$ cat src/rtl/fetch_pkg.sv
// Shared types and constants for the fetch redirect block.
// Recovery depth matches the number of pipeline stages killed by a MEM correction.
package fetch_pkg;
    typedef enum logic [1:0] {RUN, RECOVER, HALTED} fetch_state_t;

    localparam int RCNT_W = 2;
    localparam logic [RCNT_W-1:0] FLUSH_DEPTH = 2'd3;
endpackage

$ cat src/rtl/fetch_redirect_if.sv
// Bundle between the pipeline/predictor side (master) and the next-PC generator (slave).
// Carries predictor results, hazard controls, fetch address, flush strobes and statistics.
interface fetch_redirect_if #(
    parameter int WIDTH = 16,
    parameter int CNT_W = 16
);
    logic             stall;
    logic             halt;
    logic             jump_pred;
    logic [WIDTH-1:0] jump_pred_adr;
    logic             jump_pred_miss;
    logic             jump_pred_adr_miss;
    logic [WIDTH-1:0] pcinc_evac;
    logic [WIDTH-1:0] ALUres_mem;
    logic [WIDTH-1:0] pc;
    logic [WIDTH-1:0] pcinc;
    logic             flush_if;
    logic             flush_id;
    logic             flush_ex;
    logic             recovering;
    logic [CNT_W-1:0] pred_cnt;
    logic [CNT_W-1:0] miss_cnt;

    modport master (
        output stall, halt, jump_pred, jump_pred_adr, jump_pred_miss,
               jump_pred_adr_miss, pcinc_evac, ALUres_mem,
        input  pc, pcinc, flush_if, flush_id, flush_ex, recovering,
               pred_cnt, miss_cnt
    );

    modport slave (
        input  stall, halt, jump_pred, jump_pred_adr, jump_pred_miss,
               jump_pred_adr_miss, pcinc_evac, ALUres_mem,
        output pc, pcinc, flush_if, flush_id, flush_ex, recovering,
               pred_cnt, miss_cnt
    );
endinterface

$ cat src/rtl/sat_counter.sv
// Saturating event counter; sticks at all-ones instead of wrapping.
// Latency: value updates one cycle after inc. Backpressure: none, inc is sampled every cycle.
// Synchronous clear has priority over increment.
module sat_counter #(
    parameter int CNT_W = 16
) (
    input  logic             clk,
    input  logic             inc,
    input  logic             clr,
    output logic [CNT_W-1:0] value
);
    always_ff @(posedge clk) begin
        if (clr) begin
            value <= '0;
        end else if (inc && (value != {CNT_W{1'b1}})) begin
            value <= value + 1'b1;
        end
    end
endmodule

$ cat src/rtl/fetch_redirect.sv
// Next-PC select and pipeline flush control: MEM correction > ID prediction > stall > pc+1.
// Latency: redirect target lands on pc one cycle after the request; flushes are same-cycle combinational.
// Backpressure: stall holds pc unless a prediction or correction redirects; halt freezes until reset.
module fetch_redirect
    import fetch_pkg::*;
#(
    parameter int               WIDTH    = 16,
    parameter logic [WIDTH-1:0] RESET_PC = 16'h0000,
    parameter int               CNT_W    = 16
) (
    input  logic             clk,
    input  logic             reset,
    fetch_redirect_if.slave  bus
);
    localparam logic [WIDTH-1:0] ONE = WIDTH'(1);

    fetch_state_t      state_q, state_d;
    logic [RCNT_W-1:0] rcnt_q, rcnt_d;
    logic [WIDTH-1:0]  pc_q, pc_d, pcinc_q;
    logic              correction;
    logic              flush_if_c, flush_id_c, flush_ex_c;
    logic              pred_inc, miss_inc;

    always_ff @(posedge clk) begin
        if (reset) begin
            state_q <= RUN;
            rcnt_q  <= '0;
            pc_q    <= RESET_PC;
            pcinc_q <= RESET_PC + ONE;
        end else begin
            state_q <= state_d;
            rcnt_q  <= rcnt_d;
            pc_q    <= pc_d;
            pcinc_q <= pc_d + ONE;
        end
    end

    always_comb begin
        state_d    = state_q;
        rcnt_d     = rcnt_q;
        pc_d       = pc_q;
        flush_if_c = 1'b0;
        flush_id_c = 1'b0;
        flush_ex_c = 1'b0;
        pred_inc   = 1'b0;
        miss_inc   = 1'b0;
        correction = (bus.jump_pred_miss || bus.jump_pred_adr_miss) && (state_q != HALTED);

        if (state_q == RECOVER) begin
            if (rcnt_q == 2'd1) begin
                state_d = RUN;
                rcnt_d  = '0;
            end else begin
                rcnt_d = rcnt_q - 1'b1;
            end
        end

        if (state_q != HALTED) begin
            if (correction) begin
                // Address miss carries the real target, so it beats a plain not-taken miss.
                pc_d       = bus.jump_pred_adr_miss ? bus.ALUres_mem : bus.pcinc_evac;
                flush_if_c = 1'b1;
                flush_id_c = 1'b1;
                flush_ex_c = 1'b1;
                miss_inc   = 1'b1;
                state_d    = RECOVER;
                rcnt_d     = FLUSH_DEPTH;
            end else if (bus.jump_pred && (state_q == RUN)) begin
                // ID only holds bubbles during RECOVER, so predictions there are dropped.
                pc_d       = bus.jump_pred_adr;
                flush_if_c = 1'b1;
                pred_inc   = 1'b1;
            end else if (!bus.stall) begin
                pc_d = pc_q + ONE;
            end
        end

        if (bus.halt) begin
            state_d = HALTED;
        end
    end

    assign bus.pc         = pc_q;
    assign bus.pcinc      = pcinc_q;
    assign bus.flush_if   = flush_if_c && !reset;
    assign bus.flush_id   = flush_id_c && !reset;
    assign bus.flush_ex   = flush_ex_c && !reset;
    assign bus.recovering = (state_q == RECOVER) && !reset;

    sat_counter #(.CNT_W(CNT_W)) u_pred_cnt (
        .clk   (clk),
        .inc   (pred_inc && !reset),
        .clr   (reset),
        .value (bus.pred_cnt)
    );

    sat_counter #(.CNT_W(CNT_W)) u_miss_cnt (
        .clk   (clk),
        .inc   (miss_inc && !reset),
        .clr   (reset),
        .value (bus.miss_cnt)
    );
endmodule

$ cat src/flat_wrapper.sv
// flat-port wrapper written by rule: the top's interface ports become plain ports
module fetch_redirect_flat import fetch_pkg::*;
#(
    parameter int               WIDTH    = 16,
    parameter logic [WIDTH-1:0] RESET_PC = 16'h0000,
    parameter int               CNT_W    = 16
)
  (clk, reset, bus_stall, bus_halt, bus_jump_pred, bus_jump_pred_adr, bus_jump_pred_miss, bus_jump_pred_adr_miss, bus_pcinc_evac, bus_ALUres_mem, bus_pc, bus_pcinc, bus_flush_if, bus_flush_id, bus_flush_ex, bus_recovering, bus_pred_cnt, bus_miss_cnt);
  fetch_redirect_if #(.WIDTH(WIDTH), .CNT_W(CNT_W)) bus_i ();
  input  logic clk;
  input  logic reset;
  input wire logic [$bits(bus_i.stall)-1:0] bus_stall;
  input wire logic [$bits(bus_i.halt)-1:0] bus_halt;
  input wire logic [$bits(bus_i.jump_pred)-1:0] bus_jump_pred;
  input wire logic [$bits(bus_i.jump_pred_adr)-1:0] bus_jump_pred_adr;
  input wire logic [$bits(bus_i.jump_pred_miss)-1:0] bus_jump_pred_miss;
  input wire logic [$bits(bus_i.jump_pred_adr_miss)-1:0] bus_jump_pred_adr_miss;
  input wire logic [$bits(bus_i.pcinc_evac)-1:0] bus_pcinc_evac;
  input wire logic [$bits(bus_i.ALUres_mem)-1:0] bus_ALUres_mem;
  output wire logic [$bits(bus_i.pc)-1:0] bus_pc;
  output wire logic [$bits(bus_i.pcinc)-1:0] bus_pcinc;
  output wire logic [$bits(bus_i.flush_if)-1:0] bus_flush_if;
  output wire logic [$bits(bus_i.flush_id)-1:0] bus_flush_id;
  output wire logic [$bits(bus_i.flush_ex)-1:0] bus_flush_ex;
  output wire logic [$bits(bus_i.recovering)-1:0] bus_recovering;
  output wire logic [$bits(bus_i.pred_cnt)-1:0] bus_pred_cnt;
  output wire logic [$bits(bus_i.miss_cnt)-1:0] bus_miss_cnt;
  assign bus_i.stall = bus_stall;
  assign bus_i.halt = bus_halt;
  assign bus_i.jump_pred = bus_jump_pred;
  assign bus_i.jump_pred_adr = bus_jump_pred_adr;
  assign bus_i.jump_pred_miss = bus_jump_pred_miss;
  assign bus_i.jump_pred_adr_miss = bus_jump_pred_adr_miss;
  assign bus_i.pcinc_evac = bus_pcinc_evac;
  assign bus_i.ALUres_mem = bus_ALUres_mem;
  assign bus_pc = bus_i.pc;
  assign bus_pcinc = bus_i.pcinc;
  assign bus_flush_if = bus_i.flush_if;
  assign bus_flush_id = bus_i.flush_id;
  assign bus_flush_ex = bus_i.flush_ex;
  assign bus_recovering = bus_i.recovering;
  assign bus_pred_cnt = bus_i.pred_cnt;
  assign bus_miss_cnt = bus_i.miss_cnt;
  fetch_redirect #(.WIDTH(WIDTH), .RESET_PC(RESET_PC), .CNT_W(CNT_W)) u_core (.clk(clk), .reset(reset), .bus(bus_i));
endmodule
$ cat config.mk
export PLATFORM = sky130hd
export DESIGN_NAME = fetch_redirect_flat
export DESIGN_NICKNAME = d
export VERILOG_FILES = /design/src/rtl/fetch_pkg.sv /design/src/rtl/fetch_redirect_if.sv /design/src/rtl/sat_counter.sv /design/src/rtl/fetch_redirect.sv /design/src/flat_wrapper.sv
export SDC_FILE = /design/constraint.sdc
export NUM_CORES = 1
export LEC_CHECK = 0
export BUFFER_PORTS_ARGS = -buffer_cell sky130_fd_sc_hd__buf_4
export CAP_MARGIN = 40
export CORE_ASPECT_RATIO = 0.8
export CORE_UTILIZATION = 48
export CTS_CLUSTER_SIZE = 40
export DETAILED_ROUTE_END_ITERATION = 8
export GPL_ROUTABILITY_DRIVEN = 0
export GPL_TIMING_DRIVEN = 0
export HOLD_SLACK_MARGIN = 0.1
export PLACE_DENSITY = 0.77
export SLEW_MARGIN = 5
export SYNTH_ARGS = -nofsm -noshare
export SYNTH_HDL_FRONTEND = slang
export SYNTH_SLANG_ARGS = --single-unit
export TNS_END_PERCENT = 1
$ cat constraint.sdc
create_clock -name clk -period 9.2 [get_ports clk]
set_clock_uncertainty 0.15 [all_clocks]
set_input_delay 2.3 -clock clk [delete_from_list [all_inputs] [get_ports clk]]
set_output_delay 2.3 -clock clk [all_outputs]
set_load 0.02 [all_outputs]
# Yosys cells after proc, flatten, opt, wreduce, memory -nomap -nowiden
# Index checks and enable logic that the tools add are counted.
# totals
regBits,68
input_bits,55
output_inout_bits,68
elab_cells,50
# op_classes
addsub,5
n_eq_ne,5
mux,21
n_reduce_logical,12
# ops
operator,n
2-to-1 mux 16 bit,5
adder 16 x 1 -> 16 bit (second input constant),4
!= test 16 bit (second input constant),2
2-to-1 mux 2 bit,9
logical AND 1 bit,8
2-to-1 mux 1 bit,7
equality test 2 x 1 -> 1 bit (second input constant),2
logical NOT 2 bit,1
!= test 2 bit (second input constant),1
OR reduction 2 bit,1
subtractor 2 x 1 -> 2 bit (second input constant),1
logical NOT 1 bit,1
logical OR 1 bit,1

# Logic depth before layout (Yosys ltp)
# Gate-level depths: netlist (run 1).
# depth
ltp_word,7
depth_mapped,12
depth_no_buf,9

# Modules after synthesis
# Synthesis (run 1) repeated with hierarchy kept, for this count alone.
# unflattened
hier_cells,490
area_unflattened_um2,4036.4
# by_module_without_submodules
mod,instances,cells_each,area_each_um2,seq_area_each_um2
fetch_redirect,1,292,2339.7,720.7
sat_counter,2,99,848.3,320.3

# Worst setup path before layout (run 1)
# OpenSTA, ideal clock, no wires.
# synth_timing
path_type,in2out
startpoint,in bus_jump_pred_adr_miss
endpoint,out bus_flush_id
arrival_time_ns,3.504
required_ns,6.750
setup_slack_ns,3.246
cell_stages,4
n_path_buf,2
cell_sequence,buf_2 nor2_1 nor3_1 buf_4
# synth_via
elab_chain_cells,5
# synth_rtl
item,line_no,source
start: declaration,flat_wrapper.sv:17,input wire logic [$bits(bus_i.jump_pred_adr_miss)-1:0] bus_jump_pred_adr_miss;
logical OR 1 bit,fetch_redirect.sv:47,correction = (bus.jump_pred_miss || bus.jump_pred_adr_miss) && (state_q != HALTED);
logical AND 1 bit,fetch_redirect.sv:47,
2-to-1 mux 1 bit (2 in series),--,
logical AND 1 bit,--,
end: declaration,flat_wrapper.sv:23,output wire logic [$bits(bus_i.flush_id)-1:0] bus_flush_id;
# Every way passes these cells.

# Worst setup path after layout (run 1)
# layout_timing
startpoint,in bus_jump_pred_miss
endpoint,out bus_flush_if
# layout_via
elab_chain_cells,5
# layout_rtl
item,line_no,source
start: declaration,flat_wrapper.sv:16,input wire logic [$bits(bus_i.jump_pred_miss)-1:0] bus_jump_pred_miss;
logical OR 1 bit,fetch_redirect.sv:47,
logical AND 1 bit,fetch_redirect.sv:47,
2-to-1 mux 1 bit,fetch_redirect.sv:59,if (correction) begin
2-to-1 mux 1 bit,fetch_redirect.sv:58,if (state_q != HALTED) begin
logical AND 1 bit,fetch_redirect.sv:85,assign bus.flush_if = flush_if_c && !reset;
end: declaration,flat_wrapper.sv:22,output wire logic [$bits(bus_i.flush_if)-1:0] bus_flush_if;
# Every way passes these cells.

==> out/results.ini, run 1 <==
[outcome]
status = finished clean

[yosys]
yosysUniqueCellTypes = 60
ys.warnings.count = 0
yosysTopAreaCell = dfxtp_1
synth_top_area_share_pct = 37.6
synth_flop_cell = dfxtp_1
syn_inst = 434
synth.avg_cell_area_um2 = 8.35
synth_area_leaders = dfxtp_1 (38%), nor2_1 (6.9%), xor2_1 (5.6%), xnor2_1 (3.6%), nand2_1 (3.4%)
syn-cell-area_um2 = 3620
syn-num-nets = 494
yosysSeqAreaShare_pct = 37.6
ys_ff_latch = 68
synthArstFlopShare_pct = 0
synth-edff-count = 0

[power]
power_leakage_uw = 0.00200
power_density_nw_per_um2 = 151
ir_worst_vdd_mv = 0.0960

[clock_tree]
clk_path_buf_depth = 2
cts_resized = 0
h-tree-depth = 3
post_cts_buffers = 0
postCtsHoldBufs = 0
cts-buffers-inserted = 9
clk_pin_slew_ps = 80
clock_latency_ps = 340
numClockSinks = 68
cts_tree = done
root_buffer = clkbuf_8

[detailed_routing]
wirelength_um = 10700
drc = 0
vias = 3787
drtAntennaViolNets = 0
wl_per_cell_um = 16.3
vias_per_cell = 5.76
firstDrtPassIters = 5
drt_iter0_markers = 189

[floorplan]
die_w_um = 99.1
io_pins = 123
rows = 27
die_h_um = 79.7
die-area_um2 = 7900
floorplan.initialDensity_pct = 51.1
core-area_um2 = 7090

[timing]
setup_slack_ps = 2860
tns_ps = 0
finalCriticalPeriod_ps = 6340
rsz0062_at_grt = false
report.final.slew_viol_count = 0
fin_crit_sh_pct = 68.9
worst_pin_slew_ps = 839
maxSlewHeadroom_pct = 43.5
final-setup-viol-count = 0
max_freq_ghz = 0.158
hold_violations = 0

[setup_path]
rr_worst_depth = 10
required_ps = 6750
r2r_end = u_core.u_miss_cnt.value[15]$_SDFFE_PP0P_
reg2reg_from = u_core.state_q[0]$_SDFF_PP0_
critPathCaptureType = output port
crit_fanout = 10
critPathKind = in2out
r2r_slack_ps = 5610
critPathArrivalTime_ps = 3890
cp-startpoint = bus_jump_pred_miss
start_kind = input port

[flow_run]
max-cap-violations = 0

[grt]
grt_max_degree = 13
overflow = 0
grt.total_usage_pct = 27.6
antenna_found_initial = 0
grt_pass1_wl_um = 16800
grt_pass1_vias = 3444

[cells_and_area]
design_area_um2 = 4820
utilization_pct = 67.9
antennaDiodeCount = 0
nNetsFinal = 626
mostFrequentLayoutCells = buf_4 (122), dfxtp_1 (68), nor2_1 (67)
areaGrowthSynthToFinish_pct = 33.0
n_fill_cell = 613
drive_gt1_share_pct = 29.2
finalNonFillerCells = 658
final_common_cell = buf_4

[place]
dpl.hpwl_um = 8250
port_buffers = 121
dpl_cell_area_um2 = 4640
pre_cts_ws_ps = 2930
place_inst = 642

[hold_path]
hold_end = u_core.u_miss_cnt.value[5]$_SDFFE_PP0P_
min_path_cells = 2
hold_class = reg2reg
worstHoldStart = u_core.u_miss_cnt.value[5]$_SDFFE_PP0P_

Yosys cell counts, drive strengths merged, types with 2 or more instances:
cell     instances
dfxtp           68
nor2            68
nand2           33
xor2            23
a21oi           20
nand3           17
nor3            17
o21ai           15
xnor2           15
nand4           14
buf             12
nor2b           12
o22ai           10
or3              9
clkbuf           8
inv              8
nor4             8
and3             5
ha               5
mux2             5
nand2b           5
a221o            4
a31oi            4
o21a             4
and4             3
o2111ai          3
o211ai           3
o221a            3
o221ai           3
a221oi           2
a22oi            2
a31o             2
and2b            2
and3b            2
nand3b           2
nand4b           2
o22a             2
o31ai            2
o41ai            2
per-layer routing:
metal	share of wire, %	vias to the layer above	track usage, %
met5	0	-	0
met4	1.4	0	8.24
met3	7.7	16	4.82
met2	45	174	44.8
met1	46	1759	37.6
li1	-	1838	-
worst max-delay path, stage by stage:
cell and delay (ps):
buf_4 130, or2_2 350, o21ai_0 500, buf_2 350, nor3_1 70, buf_4 180
kinds of logic (layout without fill, tap and decap cells):
| kind of cell | count (synthesis) | count (layout) | share of synthesized area, % |
|---|---|---|---|
| compound gates | 86 | 86 | 16.3 |
| mux | 5 | 5 | 1.97 |
| flops | 68 | 68 | 37.6 |
| buf+inv | 28 | 165 | 3.66 |
| xor+xnor | 38 | 38 | 9.19 |
| fa+ha+maj | 5 | 5 | 1.73 |
| simple gates | 204 | 204 | 29.6 |
through the flow:
stage	power [uW]	hold slack, ps
detailed placement	513	344
finish	730	354
floorplan	439	318
global route	760	387
CTS	731	356
global placement	509	333
sequential cells by signal, summed over array words and instances, names as in the netlist:
register,count
u_core.bus.pcinc,16
u_core.state_q,2
u_core.u_pred_cnt.value,16
u_core.u_miss_cnt.value,16
u_core.rcnt_q,2
u_core.bus.pc,16
how the worst max path moves through the flow:
stage                           endpoint  cells after the start
after floorplan             bus_flush_id                      4
after global placement      bus_flush_if                      6
after detailed placement    bus_flush_if                      6
after CTS                   bus_flush_if                      6
after global routing      bus_recovering                      5
final                       bus_flush_if                      6
area by class of cell:
type | instances | area [um2] | share of cell area (%)
clock buffers | 10 | 138 | 2.86
repair buffers | 121 | 908 | 18.9
well taps | 87 | 109 | 2.26
inverters | 8 | 30.0 | 0.623
clock inverters | 6 | 40.0 | 0.831
multi-input cells | 338 | 2130 | 44.2
plain buffers | 20 | 103 | 2.13
flip-flops and latches | 68 | 1360 | 28.3
where the power goes:
part	internal [uW]	switching (uW)	leakage, uW	total, uW
Combinational	78.6	99.5	0.00135	178
Sequential	313	18.8	0.000557	332
Clock	105	116	0.0000920	220
Total	496	234	0.00200	730
(Power assumes the default switching activity.)
==> run 2: changes to the inputs <==
--- a/config.mk
+++ b/config.mk
@@ -8,7 +8,7 @@
 export BUFFER_PORTS_ARGS = -buffer_cell sky130_fd_sc_hd__buf_4
 export CAP_MARGIN = 40
 export CORE_ASPECT_RATIO = 0.8
-export CORE_UTILIZATION = 48
+export CORE_UTILIZATION = 46
 export CTS_CLUSTER_SIZE = 40
 export DETAILED_ROUTE_END_ITERATION = 8
 export GPL_ROUTABILITY_DRIVEN = 0
==> constraint.sdc (replaced) <==
create_clock -name clk -period 5.4 [get_ports clk]
set_clock_uncertainty 0.15 [all_clocks]
set_input_delay 1.35 -clock clk [delete_from_list [all_inputs] [get_ports clk]]
set_output_delay 1.35 -clock clk [all_outputs]
set_load 0.02 [all_outputs]
==> run 2 against run 1 <==
Sequential share of layout area down 0.16 points. Global-route usage decreased by 1.5 points. Non-clock buffer count unchanged. Count of clock-buffer cells in the layout grew 1. Register-to-register slack worse by 3700 ps. Clock power increased by 82%. Critical path depth did not move. Largest cell class unchanged.
==> out/results.ini, run 2 (synthesis results as in run 1) <==
[detailed_routing]
firstDrtPassIters = 5
vias = 3745
vias_per_cell = 5.55
drtAntennaViolNets = 0
wl_per_cell_um = 15.5
wirelength_um = 10500
drc = 0
drt_iter0_markers = 219

[clock_tree]
clk_path_buf_depth = 2
postCtsHoldBufs = 0
cts-buffers-inserted = 9
numClockSinks = 68
h-tree-depth = 3
post_cts_buffers = 0
cts_resized = 0
root_buffer = clkbuf_8
cts_tree = done
clock_latency_ps = 350
clk_pin_slew_ps = 80

[setup_path]
critPathArrivalTime_ps = 2980
max_stage_delay_ps = 520
path_buf_inv = 3
critPathCaptureType = output port
slowest_stage = o21ai_0
crit_family = buffers and inverters
path_cells = buf_4 > or2_2 > o21ai_0 > buf_2 > nor3_1 > buf_4
crit_fanout = 10
r2r_slack_ps = 1900
start_kind = input port
required_ps = 3900
critPathKind = in2out
critPathMostFrequentCell = buf_4

[grt]
grt.total_usage_pct = 26.0
grt_pass1_vias = 3339
grt_pass1_wl_um = 16400
antenna_found_initial = 0
grt_max_degree = 12
overflow = 0

[timing]
hold_slack_ps = 360
max_freq_ghz = 0.223
report.final.slew_viol_count = 0
worst_pin_slew_ps = 868
final-setup-viol-count = 0
fin_crit_sh_pct = 83.0
rsz0062_at_grt = false
finalCriticalPeriod_ps = 4480
hold_violations = 0
maxSlewHeadroom_pct = 41.6
tns_ps = 0

[flow_run]
max-cap-violations = 0

[floorplan]
io_pins = 123
core-area_um2 = 7500
die_h_um = 81.4
die_w_um = 101
die-area_um2 = 8240
rows = 28
floorplan.initialDensity_pct = 48.3

[power]
ir_worst_vdd_mv = 0.150
power_density_nw_per_um2 = 261
power_leakage_uw = 0.00200

[cells_and_area]
nNetsFinal = 626
final_common_cell = buf_4
areaGrowthSynthToFinish_pct = 33.7
mostFrequentLayoutCells = buf_4 (122), dfxtp_1 (68), nor2_1 (67)
drive_gt1_share_pct = 28.8
antennaDiodeCount = 0
design_area_um2 = 4840

[outcome]
status = finished clean

[place]
dpl_cell_area_um2 = 4660
port_buffers = 121
dpl.hpwl_um = 8000

[hold_path]
hold_class = reg2reg

-- run 2: path summary, 6_finish.rpt --
path	startpoint	cells after the start	end
max	bus_jump_pred_miss	6	bus_flush_if
min	u_core.rcnt_q[1]$_SDFF_PP0_	2	u_core.rcnt_q[1]$_SDFF_PP0_
min reg2reg	u_core.rcnt_q[1]$_SDFF_PP0_	2	u_core.rcnt_q[1]$_SDFF_PP0_
max reg2reg	u_core.bus.pc[0]$_SDFF_PP0_	9	u_core.bus.pcinc[15]$_SDFF_PP0_
-- run 2: area by class of cell --
class                           instances  area, um2
Tap cell                              105        131
Sequential cell                        68       1360
Inverter                                8       30.0
Timing Repair Buffer                  121        908
Multi-Input combinational cell        338       2130
Clock buffer                           11        131
Clock inverter                          4       51.3
Buffer                                 20        103
Fill cell                             681       2650
-- run 2: through the flow --
stage / instances / power (uW) / util [%] / setup slack [ps]
finish: 675 / 1270 / 64.6 / 917
global route: 675 / 1320 / 64.6 / 906
CTS: 675 / 1270 / 64.6 / 1000
detailed placement: 660 / 872 / 62.2 / 1010
global placement: 660 / 865 / 62.2 / 1050
floorplan: 434 / 748 / - / 1350
-- run 2: worst min-delay path, stage by stage (launching register included) --
cell     delay (ps)
dfxtp_1         320
nor2_1          100
nor3_1           50
-- run 2: routing by layer --
metal  global-route usage [%]  wire (um)  up-vias
met4                     7.39        131        0
met5                        0          0        -
li1                         -          -     1832
met2                     41.4       4690      152
met3                     8.43        892       17
met1                     33.9       4770     1744
-- run 2: report_power, final --
group / switching (uW) / internal [uW] / total (uW) / leakage [uW]
registers: 30.9 / 533 / 564 / 0.000557
logic: 167 / 134 / 301 / 0.00135
clock network: 190 / 211 / 401 / 0.0000894
total: 388 / 878 / 1270 / 0.00200
==> run 3: changes to the inputs <==
==> constraint.sdc (replaced) <==
create_clock -name clk -period 3.8 [get_ports clk]
set_clock_uncertainty 0.15 [all_clocks]
set_input_delay 0.95 -clock clk [delete_from_list [all_inputs] [get_ports clk]]
set_output_delay 0.95 -clock clk [all_outputs]
set_load 0.02 [all_outputs]
==> run 3 against run 2 <==
Sequential share of layout area fell by 0.080 points. Critical path depth did not move. Final cell count did not move. Clock power rose by 43%. Power rose by 43%. Sequential power rose by 42%. Combinational power rose by 43%. Via count rose by 0.61%. Wire length rose by 0.19%. First-iteration DRC count rose by 2.7%. Global-route usage did not move. Highest routed layer unchanged.
==> out/results.ini, run 3 (synthesis results as in run 1) <==
[setup_path]
critPathMostFrequentCell = buf_4
path_buf_inv = 3
start_kind = input port
crit_fanout = 10
required_ps = 2700
path_cells = buf_4 > or2_2 > o21ai_0 > buf_2 > nor3_1 > buf_4
reg2reg_from = u_core.bus.pc[0]$_SDFF_PP0_
critPathKind = in2out
max_stage_delay_ps = 520
critPathArrivalTime_ps = 2570
critPathCaptureType = output port
crit_family = buffers and inverters
cp-startpoint = bus_jump_pred_miss
slowest_stage = o21ai_0

[floorplan]
die_h_um = 81.4
core-area_um2 = 7500
rows = 28
io_pins = 123
die-area_um2 = 8240
floorplan.initialDensity_pct = 48.3
die_w_um = 101

[grt]
globalRouteMet1Util_pct = 33.9
use_met3_pct = 8.43
grt_pass1_vias = 3339
grt.total_usage_pct = 26.0
overflow = 0
antenna_found_initial = 0
grt_util_met2_pct = 41.4
top_usage_layer = met2
grt_pass1_wl_um = 16400
grt_max_degree = 12

[detailed_routing]
drtAntennaViolNets = 0
vias = 3768
drc = 0
wl_per_cell_um = 15.6
wirelength_um = 10500
vias_per_cell = 5.58
firstDrtPassIters = 5
drt_iter0_markers = 225

[cells_and_area]
final_common_cell = buf_4
n_fill_cell = 680
nNetsFinal = 626
utilization_pct = 64.8
antennaDiodeCount = 0
finalNonFillerCells = 675
areaGrowthSynthToFinish_pct = 34.1
mostFrequentLayoutCells = buf_4 (122), dfxtp_1 (68), nor2_1 (67)
drive_gt1_share_pct = 28.9

[timing]
hold_violations = 0
final-setup-viol-count = 0
worst_pin_slew_ps = 891
tns_ps = 0
rsz0062_at_grt = true
maxSlewHeadroom_pct = 40.0
finalCriticalPeriod_ps = 3670
report.final.slew_viol_count = 0
fin_crit_sh_pct = 96.7
hold_slack_ps = 353
max_freq_ghz = 0.272

[power]
switchingPower_uw = 557
netSwitchingFraction_pct = 30.9
p_comb_share_pct = 23.9
ir_worst_vdd_mv = 0.212
power_leakage_uw = 0.00201
intPower_uw = 1250
power_density_nw_per_um2 = 372
p_seq_share_pct = 44.4
p_clk_share_pct = 31.7

[clock_tree]
numClockSinks = 68
cts-buffers-inserted = 9
post_cts_buffers = 0
cts_tree = done
h-tree-depth = 3
root_buffer = clkbuf_8
postCtsHoldBufs = 0
clk_path_buf_depth = 2
clk_pin_slew_ps = 80
clock_latency_ps = 350

[place]
place_inst = 660
dpl.hpwl_um = 8000
port_buffers = 121

[outcome]
status = finished clean

[hold_path]
worstHoldStart = u_core.rcnt_q[1]$_SDFF_PP0_
hold_class = reg2reg

[flow_run]
max-cap-violations = 0

run 3: per-layer routing:
| metal | vias up | share of wire [%] |
|---|---|---|
| li1 | 1832 | - |
| met1 | 1752 | 45 |
| met2 | 162 | 44 |
| met3 | 22 | 9.1 |
| met4 | 0 | 1.8 |
| met5 | - | 0 |
run 3: power groups by stage:
stage / Sequential, uW / Clock, uW / Combinational [uW]
floorplan: 857 / 0 / 206
global placement: 815 / 0 / 414
detailed placement: 816 / 0 / 424
CTS: 800 / 582 / 426
global route: 806 / 615 / 465
finish: 801 / 572 / 431
run 3: final timing paths:
check | endpoint | slack, ps | cells after the start
worst max-delay path | bus_flush_if | 130 | 6
worst min-delay path | u_core.rcnt_q[1]$_SDFF_PP0_ | 350 | 2
worst max register to register | u_core.bus.pcinc[15]$_SDFF_PP0_ | 400 | 9
worst min register to register | u_core.rcnt_q[1]$_SDFF_PP0_ | 350 | 2
run 3: through the flow:
step	area, um2	setup WS (ps)	total power (uW)
floorplan	3620	419	1060
global placement	4660	-113	1230
detailed placement	4660	-151	1240
CTS	4840	203	1810
global route	4860	-9.80	1890
finish	4860	127	1810
run 3: area by class of cell:
class	instances	area (um2)	share of cell area, %
Tap cell	105	131	2.70
Inverter	8	30.0	0.618
Sequential cell	68	1360	28.0
Clock buffer	11	131	2.70
Multi-Input combinational cell	338	2140	44.1
Timing Repair Buffer	121	908	18.7
Clock inverter	4	51.3	1.06
Buffer	20	103	2.11
run 3: timing repair:
action / in CTS / in global routing
resized for setup: 0 / 2
endpoints found under the setup margin: 0 / 3
endpoints found under the hold margin: 0 / 0
run 3: tightest hold or removal path: stages (launching register included):
cell	delay, ps
dfxtp_1	320
nor2_1	100
nor3_1	50
